$ cat src/rtl/dwt_decim2_pack.sv
// dwt_decim2_pack: dyadic downsample-by-2 that repacks two decimated beats into one full word.
// Lane m of a bus is bits [m*DATA_WIDTH +: DATA_WIDTH]; lane 0 is the oldest sample.
module dwt_decim2_pack #(
    parameter int NUM_CHANNELS = 16,
    parameter int DATA_WIDTH   = 20,
    parameter int PHASE        = 0
) (
    input  logic                               clk,
    input  logic                               rst,
    input  logic                               valid_in,
    input  logic                               sync_in,
    input  logic [NUM_CHANNELS*DATA_WIDTH-1:0] data_in,
    output logic [NUM_CHANNELS*DATA_WIDTH-1:0] y_out,
    output logic                               valid_out,
    output logic                               partial_drop
);
    localparam int H = NUM_CHANNELS / 2;
    localparam int W = DATA_WIDTH;
    logic [H*W-1:0] kept, hold_q, hold_d;
    logic [NUM_CHANNELS*W-1:0] y_q, y_d;
    logic half_q, half_d, valid_q, valid_d, drop_q, drop_d, first, second;
    logic unused_lanes;
    genvar i;
    generate
        for (i = 0; i < H; i++) begin : g_sel
            assign kept[i*W +: W] = data_in[(2*i+PHASE)*W +: W];
        end
    endgenerate
    // The discarded parity of lanes is intentionally left unread.
    assign unused_lanes = ^data_in;
    always_comb begin
        first   = valid_in & (sync_in | ~half_q);
        second  = valid_in & ~sync_in & half_q;
        half_d  = valid_in ? first : half_q;
        hold_d  = first ? kept : hold_q;
        y_d     = second ? {kept, hold_q} : y_q;
        valid_d = second;
        drop_d  = valid_in & sync_in & half_q;
    end
    always_ff @(posedge clk) begin
        if (rst) begin
            half_q  <= 1'b0;
            hold_q  <= '0;
            y_q     <= '0;
            valid_q <= 1'b0;
            drop_q  <= 1'b0;
        end else begin
            half_q  <= half_d;
            hold_q  <= hold_d;
            y_q     <= y_d;
            valid_q <= valid_d;
            drop_q  <= drop_d;
        end
    end
    assign y_out        = y_q;
    assign valid_out    = valid_q;
    assign partial_drop = drop_q;
endmodule

$ cat config.mk
export PLATFORM = sky130hd
export DESIGN_NAME = dwt_decim2_pack
export DESIGN_NICKNAME = d
export VERILOG_FILES = /design/src/rtl/dwt_decim2_pack.sv
export SDC_FILE = /design/constraint.sdc
export NUM_CORES = 1
export LEC_CHECK = 0
export CAP_MARGIN = 10
export CORE_AREA = 10 10 242 244
export DETAILED_ROUTE_END_ITERATION = 12
export DIE_AREA = 0 0 252 254
export HOLD_SLACK_MARGIN = 0.1
export PLACE_DENSITY = 0.66
export REMOVE_ABC_BUFFERS = 1
export SETUP_SLACK_MARGIN = 0.3
export SLEW_MARGIN = 20
export SYNTH_ARGS = -nofsm -noshare
export SYNTH_HDL_FRONTEND = slang
export SYNTH_SLANG_ARGS = --single-unit
$ cat constraint.sdc
create_clock -name clk -period 1.2 [get_ports clk]
set_input_delay 0.24 -clock clk [delete_from_list [all_inputs] [get_ports clk]]
set_output_delay 0.24 -clock clk [all_outputs]
set_load 0.01 [all_outputs]
* After elaboration in Yosys (flattened, before gate mapping)
Cells that the tools add are included.
** Storage, ports and cells
- Output and inout port bits :: 322
- Logic and storage cells :: 13
- Bits of input ports :: 324
- Bits in registers :: 483
** Operators by class
- Bitwise logic cells :: 8
** Operators with widths (number)
- 1-bit AND :: 5
- 1-bit inverter :: 2
- 1-bit OR :: 1

* Logic depth before layout (Yosys ltp)
- Depth after elaboration :: 3
- Mapped depth :: 6
- Mapped depth without buffers :: 3

* Worst setup path before layout
Ideal clock, no wire load.
- Path kind :: flip-flop to flip-flop
- Start point :: register half_q
- End point :: register y_q[20], in the netlist y_out[20]
- Data required time :: 1.130 ns
- Cell stages (with the launch flop) :: 7
- Setup time :: 0.070 ns
- Setup slack :: 0.021 ns
- Data arrival time :: 1.109 ns
- Clock period less this slack :: 1.179 ns
- Cells stage by stage :: dfxtp_1 and3b_1 buf_2 buf_6 buf_6 nand2_1 a21oi_1
** On the way
- Word-level cells in the longest chain between the ends :: 1
** RTL lines
- start, declared :: line 21 : logic half_q, half_d, valid_q, valid_d, drop_q, drop_d, first, second;
- start signal, assigned :: line 48 : half_q <= half_d;
- 1-bit AND :: line 33 : second = valid_in & ~sync_in & half_q;
- end signal, assigned :: line 50 : y_q <= y_d;
- end, declared :: line 20 : logic [NUM_CHANNELS*W-1:0] y_q, y_d;
Every way passes these cells.
A chain may end at the register's enable or synchronous reset.

* Worst setup path after layout
- Start point :: register half_q
- End point :: register y_q[271], in the netlist y_out[271]
The elaborated chain is that of the path after synthesis.

==> results.md <==
- Setup TNS: -50.65 ns
- Syn avg cell area: 8.74 sq um
- Relative slew margins: 75.4%
- Synthesized flop and latch total: 483
- Area Overhead vs Synth: 51.1%
- Drt first pass iters: 5
- DR vias: 15800
- Post-layout util: 51.5%
- Number of global-route vias before repair: 15800
- Initial Util: about a third
- Port Buffers: 485
- Reg2Reg Capture Point: y_out[271]$_SDFFE_PP0P_
- Top Ports: 646
- Clock Path Buffers: 3
- Peak VDD IR: 1240 uV
- WP data required: 1.70 ns
- Final nets: 2935
- Crit path DAT: 1.86 ns
- Unrepaired setup endpoints after global routing: true
- Core area: 53600 sq um
- Num CTS Buffers: 50
- Max FO, Critical Path: 25
- Pin count of the biggest net entering global routing: 89
- Power Density: between 1000 and 1500 nW/um^2
- DP Worst Slack: -0.656 ns
- Run status: finished with violations
- Core Rows: 85
- Worst Tran Pin Value: 0.369 ns
- FILL cells: 4834
- Cells after synthesis: 2093
- Routed length per instance: 18.2 um
- Setup crit start kind: register
- Critical Path End Type: register
- MaxCap Viol Count: 0
- Worst skew pair latency: 0.58 ns
- Share of layout cells above drive strength 1: about a third
- Warnings from Yosys: 0
- Clock transition at path regs: 0.07 ns
- Reg2Reg Depth: 6
- Total Die Area: ~64000 sq um
- Antenna violations before repair: 1
- Die W: between 200 and 300 um
- Post-route minimum period: 1.36 ns
- Worst Setup EP: y_out[271]$_SDFFE_PP0P_
- Netlist cell types: 16
- Worst setup startpoint: half_q$_SDFFE_PP0P_
- Failing checks: negative setup slack
- H-tree Lvls: 2
- Routability cong.: between 0.8 and 0.9
- Hold Path Class: in -> reg
- WL final: 60800 um
- Reg2reg start: half_q$_SDFFE_PP0P_
- Slew Viols, Final: 0
- Fin Hold WS: 0.179 ns
- Final setup violation count: 789
- Register area share after synthesis: between 50% and 60%
- Gr ovfl total: 0
- Final ANT Viol Nets: 0
- Die height: 254 um
- Routed vias/inst: 4.73
- Period utilization: 114%
- Final Non-Filler Cells: between 3000 and 4000
- Leakage: 10.8 nW
- # DRC: 0
- Final hold viol count: 0
- Total track usage: 17.4%
- CTS Root Cell: clkbuf_16
- First-pass GRT wire length: between 80000 and 90000 um
- Flop-to-flop setup slack: -0.16 ns
- Clk_skew: approximately 0.015 ns
- CTS tree: built
- Initial drt markers: 853
- Final WS setup: -0.164 ns
- Hpwl dp: 42200 um
- Clock sink count: 483
- Setup CP Type: reg -> reg
- F_max: 0.733 GHz
- Placed insts: 3210
- Mapped cell area: 18300 sq um
[flip-flops by register name, summed over array words and instances, names as in the netlist]
signal and cells:
half_q 1, valid_out 1, y_out 320, hold_q 160
partial_drop 1
[placed cells by master, fill, tap and decap left out, types with 10 or more instances in the layout]
master,count
a21oi_1,293
a21oi_2,27
buf_12,23
buf_16,11
buf_4,76
buf_6,335
clkbuf_1,10
clkbuf_16,65
clkbuf_8,12
clkdlybuf4s50_1,162
dfxtp_1,160
dfxtp_2,322
mux2i_1,160
nand2_1,640
nand2b_1,320
[cells in the mapped netlist]
library cell / number / area (sq um)
nand2_1: 641 / 2410
mux2i_1: 160 / 1600
buf_6: 31 / 349
dfxtp_1: 483 / 9670
nand2b_1: 320 / 2000
a21boi_1: 1 / 7.51
buf_2: 39 / 195
o21ai_2: 1 / 8.76
and3b_1: 1 / 8.76
buf_4: 18 / 135
a21oi_1: 320 / 1600
inv_1: 2 / 7.51
nand3b_1: 1 / 7.51
nor3_1: 3 / 15.0
clkbuf_1: 71 / 267
nor2_1: 1 / 3.75
[cell type report]
cell class | count | area, sq um | share of cell area (%)
sequential | 483 | 10100 | 36.5
antenna | 1 | 2.50 | 0.00906
tap | 696 | 871 | 3.15
timing repair buffer | 625 | 7110 | 25.7
clock buffer | 75 | 1530 | 5.53
clock inverter | 16 | 244 | 0.883
multi-input combinational | 1449 | 7780 | 28.2
inverter | 2 | 7.51 | 0.0272
[cells by family after synthesis]
| family | after synthesis | share of synthesized area (%) |
|---|---|---|
| AO/OA/AOI/OAI | 322 | 8.85 |
| buffers and inverters | 161 | 5.21 |
| flip-flops | 483 | 52.9 |
| multiplexers | 160 | 8.76 |
| AND/OR/NAND/NOR | 967 | 24.3 |
[per-layer routing]
metal	routed length [um]	global-route usage, %	up-vias
met5	0	0	-
met4	1340	4.93	0
met3	5780	7.39	82
met2	28400	28.2	452
met1	25300	20.6	7534
li1	-	-	7771
[repair_timing]
action	CTS	global route
pin swaps	1	1
endpoints found under the setup margin	803	803
hold endpoints to repair	3	0
setup buffers	25	7
resized for setup	2044	37
hold buffers	1	0
gates cloned	0	12
[through the flow]
stage / power [W] / cell area, sq um
3_3_place_gp: 0.0206 / 24200
4_1_cts: 0.0375 / 27100
2_1_floorplan: 0.0189 / 17300
5_1_grt: 0.0386 / 27600
6_report: 0.0373 / 27600
3_5_place_dp: 0.0207 / 24200
[how the worst min path moves through the flow]
stage	start	to	slack [ns]	cells after the start
after floorplan	rst	y_out[0]$_SDFFE_PP0P_	0.31	1
after global placement	hold_q[153]$_SDFFE_PP0P_	y_out[153]$_SDFFE_PP0P_	0.44	2
after detailed placement	y_out[35]$_SDFFE_PP0P_	y_out[35]$_SDFFE_PP0P_	0.44	2
after CTS	rst	y_out[68]$_SDFFE_PP0P_	0.15	3
after global routing	rst	y_out[68]$_SDFFE_PP0P_	0.16	3
final	rst	y_out[64]$_SDFFE_PP0P_	0.18	3
[where the power goes]
| part | total [W] | switching, W | internal (W) |
|---|---|---|---|
| clock | 0.0166 | 0.00654 | 0.0101 |
| sequential | 0.0170 | 0.000350 | 0.0166 |
| combinational | 0.00366 | 0.00169 | 0.00196 |
| total | 0.0373 | 0.00859 | 0.0287 |
[worst max-delay path: stages (launching register included)]
cell	delay [ns]
dfxtp_2	0.34
nand3b_1	0.10
buf_6	0.16
buf_12	0.18
clkbuf_16	0.23
nand2_1	0.09
a21oi_1	0.17
No activity file was read; power rests on OpenSTA's default activity.
==> RTL change 1: new RTL, same flow settings <==
Put one more register stage on the output `y_out`, without a reset. The value now appears one clock later. The other outputs are not delayed to match.
--- a/src/rtl/dwt_decim2_pack.sv
+++ b/src/rtl/dwt_decim2_pack.sv
@@ -52,7 +52,9 @@
             drop_q  <= drop_d;
         end
     end
-    assign y_out        = y_q;
+    always_ff @(posedge clk) begin
+        y_out <= y_q;
+    end
     assign valid_out    = valid_q;
     assign partial_drop = drop_q;
 endmodule
Function: changed (Yosys sat finds a counterexample within 4 cycles, from zero or initial values and one cycle with rst high).
==> RTL change 1 against the original RTL <==
  * The run still ends with setup timing left
  * Critical path depth did not move
  * Sequential cell count grew 320
  * Synthesized area up 35%
  * Critical endpoint is now y_q[167]
  * Final cell count rose by 11%
  * Power up 50%
  * Critical path type unchanged
  * Worst setup slack improved by 0.0067 ns
  * Highest routed layer is now met5
  * Final area grew 25%
  * Global-route usage increased by 2.9 points
  * Routed wire length up 17%
==> RTL change 1: results (changes against the original RTL) <==
| Result | Reported | Unit | Delta |
|---|---|---|---|
| Clock-cell share | 0.07346 | - | +0.009274 |
| Gr usage total | 0.2025 | - | +0.02861 |
| Count of inverters not on the clock network in the layout | 1 | - | -1 |
| Num CTS Buffers | 78 | - | +56% |
| Failing checks | setup timing | - |  |
| Placed cell count | 3540 | - | +10% |
| Worst hold path cell count | 4 | - | +1 |
| Min setup slack post-route | -0.1575 | ns | +0.006728 ns |
| Number of vias per cell | 4.854 | - | +2.6% |
| Worst Hold Path EP | hold_q[69] | - |  |
| Ranking of synthesized cells by area | sky130_fd_sc_hd__dfxtp_1 65%, sky130_fd_sc_hd__nand2_1 9.8%, sky130_fd_sc_hd__nand2b_1 8.1% | - |  |
| Number of instances in the synthesized netlist | 2412 | - | +15% |
| Initial antenna violation count | 6 | - | +5 |
| Fraction of final layout cells sized beyond drive strength 1 | 0.2866 | - | -0.05188 |
| Synthesis-to-finish area growth | 40.21 | % |  |
| Internal Dissipation | 43.63 | mW | +52% |
| Leak pwr | 13.84 | nW | +28% |
| Worst skew pair latency | 0.60 | ns | +0.02 ns |
| Final-report setup violation count | 781 | - | -1.0% |
| Layout multi-input combinational cell count | 1448 | - | -0.069% |
| Number of DRC markers in iteration 0 | 1009 | - | +18% |
| Share of synthesized area occupied by flip-flops and latches | 0.6522 | - | +0.1234 |
| Arrival time of the worst setup path | 1.88 | ns | +0.02 ns |
| Outcome | finished, violations left | - |  |
| Sequential-cell power consumption | 27.8 | mW | +64% |
| Slowest CP cell | sky130_fd_sc_hd__dfxtp_4 | - |  |
| Clock net power | 24.1 | mW | +45% |
| Cell Area, Placed | 30810 | um^2 | +27% |
| Pin count of the biggest net entering global routing | 44 | - | -51% |
==> RTL change 1: changes by cell type after synthesis, sizes merged <==
cell    before  now
buf         88   92
clkbuf      71   68
dfxtp      483  803
inv          2    1
o21ai        1    0
==> RTL change 1: routing by layer <==
metal | vias to the layer above | global-route usage | wire, um
met3 | 110 | 0.07478 | 6223
met1 | 8606 | 0.2554 | 30430
li1 | 8829 | - | -
met5 | - | 0 | 47
met4 | 8 | 0.06768 | 1656
met2 | 515 | 0.3152 | 33010
==> RTL change 1: metrics by stage <==
| stage | power [mW] | TNS, ns | hold WS (ns) | setup slack (ns) |
|---|---|---|---|---|
| finish | 55.77 | -57.28 | 0.1610 | -0.1575 |
| CTS | 55.88 | -57.04 | 0.1405 | -0.1637 |
| global placement | 31.78 | -248.84 | 0.3332 | -0.5501 |
| detailed placement | 31.86 | -250.76 | 0.3348 | -0.5955 |
| floorplan | 30.04 | -3458.65 | 0.3091 | -10.68 |
| global route | 57.56 | -96.03 | 0.1716 | -0.2127 |
==> RTL change 1: cells by family (layout without fill, tap and decap cells) <==
family / after synthesis / count (layout) / share of synthesized area
AOI/OAI and AO/OA: 321 / 321 / 0.06528
buffers and inverters: 161 / 774 / 0.03731
DFF: 803 / 803 / 0.6522
muxes: 160 / 160 / 0.06497
other: 0 / 1 / 0
and+or+nand+nor: 967 / 967 / 0.1803
==> RTL change 1: timing repair <==
action,in CTS,in global routing
resized for setup,1800,90
cloned,2,28
endpoints found under the setup margin,803,805
hold endpoints to repair,5,0
pin swaps,1,21
hold buffers,1,0
setup buffers,4,9
==> RTL change 2: new RTL, config.mk and constraints unchanged <==
Made on the original files. `DATA_WIDTH`: 20 -> 16.
--- a/src/rtl/dwt_decim2_pack.sv
+++ b/src/rtl/dwt_decim2_pack.sv
@@ -2,7 +2,7 @@
 // Lane m of a bus is bits [m*DATA_WIDTH +: DATA_WIDTH]; lane 0 is the oldest sample.
 module dwt_decim2_pack #(
     parameter int NUM_CHANNELS = 16,
-    parameter int DATA_WIDTH   = 20,
+    parameter int DATA_WIDTH   = 16,
     parameter int PHASE        = 0
 ) (
     input  logic                               clk,
Ports: changed (resized data_in and y_out); port bits go from 646 to 518. The function was not compared with the original's and may differ.
==> RTL change 2 against the original RTL <==
  * The flow still finishes with violations (setup timing)
  * Non-clock buffer count down 90
  * Worst setup slack better by 0.054 ns
  * Power down 19%
  * Final area down 17%
  * Routed wire length down 24%
  * Clock power down 18%
  * Synthesized cell count down 20%
  * Final cell count down 15%
  * Clock skew about the same
  * Critical path depth up 1
  * Sequential cell count down 96
  * Synthesized area down 20%
  * Largest cell class unchanged
  * Largest power group unchanged
  * Highest routed layer is now met5
==> RTL change 2: results (changes against the original RTL) <==
| Result | Reported | Unit | Delta |
|---|---|---|---|
| Outcome | finished, violations left | - |  |
| Failing checks | setup timing | - |  |
| Met1 routing resource usage after global routing | 0.1565 | - | -0.04983 |
| Placed cell count | 2742 | - | -15% |
| Wire length of the first global-routing pass | 70770 | um | -21% |
| Number of distinct library cells after synthesis | 17 | - | +1 |
| Share of synthesized area occupied by flip-flops and latches | 0.5309 | - | +0.002056 |
| Gp weighted congestion | 0.7994 | - | -4.4% |
| Final-report setup violation count | 535 | - | -32% |
| Mean area per synthesized cell | 8.702 | um^2 | -0.39% |
| R2R cell count | 7 | - | +1 |
| Arrival time of the worst setup path | 1.77 | ns | -0.09 ns |
| Mux share of post-synthesis cell area | 0.08779 | - | +0.0002043 |
| Ant diodes | 0 | - | -1 |
| Final routed wirelength across all metal layers | 46200 | um | -24% |
| Fin cells | 2857 | - | -15% |
| Ranking of synthesized cells by area | sky130_fd_sc_hd__dfxtp_1 53%, sky130_fd_sc_hd__nand2_1 13%, sky130_fd_sc_hd__nand2b_1 11% | - |  |
| Gr usage total | 0.1351 | - | -0.03876 |
| Worst Path Max Fanout | 7 | - | -72% |
| Min setup slack post-route | -0.1107 | ns | +0.05354 ns |
| Total iterations of the first detailed-routing run | 4 | - | -1 |
| Port bufs | 389 | - | -20% |
| Most frequent cells after synthesis | 513 x sky130_fd_sc_hd__nand2_1, 387 x sky130_fd_sc_hd__dfxtp_1, 256 x sky130_fd_sc_hd__a21oi_1, 256 x sky130_fd_sc_hd__nand2b_1, 128 x sky130_fd_sc_hd__mux2i_1 | - |  |
| Number of DRC markers in iteration 0 | 534 | - | -37% |
| Setup TNS | -19.51 | ns | +31.14 ns |
| Pin count of the biggest net entering global routing | 63 | - | -29% |
| Leak pwr | 8.913 | nW | -18% |
RTL change 2: timing repair:
action                     in CTS  in global routing
gates cloned                    3                  6
resized for setup            1615                140
buffers inserted               17                 12
pin swaps                       2                 23
hold endpoints to repair        0                  1
setup endpoints to repair     643                642
hold buffers                    0                  1
RTL change 2: worst max-delay path by stage:
stage	from	endpoint	slack, ns	cells after the start
6_report	half_q	y_out[234]	-0.11	7
5_1_grt	half_q	y_out[234]	-0.17	7
4_1_cts	y_out[130]	y_out[130]	-0.11	1
3_5_place_dp	sync_in	hold_q[88]	-0.62	6
3_3_place_gp	sync_in	hold_q[19]	-0.57	6
2_1_floorplan	sync_in	hold_q[0]	-7.88	3
RTL change 2: area by class of cell:
cell class	count	area [um^2]
clock inverter	16	215.2
fill	5071	30610
sequential	387	8092
multi-input combinational	1161	6575
inverter	2	7.507
timing repair buffer	535	5983
tap	696	870.8
clock buffer	60	1252
RTL change 2: layer usage:
layer / vias up / wire length (um)
met4: 2 / 685
li1: 6294 / -
met5: - / 11
met3: 52 / 3572
met2: 305 / 22910
met1: 5988 / 19020
RTL change 2: critical path, stage by stage, from the launching register on:
cell and delay, ns:
sky130_fd_sc_hd__dfxtp_4 0.36, sky130_fd_sc_hd__nand3b_1 0.10, sky130_fd_sc_hd__buf_6 0.15, sky130_fd_sc_hd__buf_12 0.11
sky130_fd_sc_hd__buf_16 0.14, sky130_fd_sc_hd__buf_8 0.13, sky130_fd_sc_hd__nand2_1 0.07, sky130_fd_sc_hd__a21oi_1 0.17
RTL change 2: report_power, final:
group	total (mW)	internal, mW	switching (mW)
combinational	3.00	1.64	1.36
sequential	13.6	13.3	0.284
clock	13.6	8.35	5.30
RTL change 2: cell families (layout without fill, tap and decap cells):
logic type             count (synthesis)  after routing
AOI/OAI and AO/OA                    258            258
buffers and inverters                129            613
muxes                                128            128
and+or+nand+nor                      775            775
DFF                                  387            387
RTL change 2: metrics by stage:
| stage | setup WS [ns] | utilization | hold slack [ns] | cell area [um^2] | power [mW] |
|---|---|---|---|---|---|
| final | -0.1107 | 0.4290 | 0.1184 | 23000 | 30.26 |
| after global placement | -0.5673 | 0.3693 | 0.4380 | 19800 | 16.53 |
| after floorplan | -7.877 | - | 0.3091 | 13900 | 15.08 |
| after CTS | -0.1135 | 0.4149 | 0.1594 | 22240 | 30.55 |
| after detailed placement | -0.6191 | 0.3693 | 0.4413 | 19800 | 16.59 |
| after global routing | -0.1709 | 0.4290 | 0.1066 | 23000 | 31.48 |
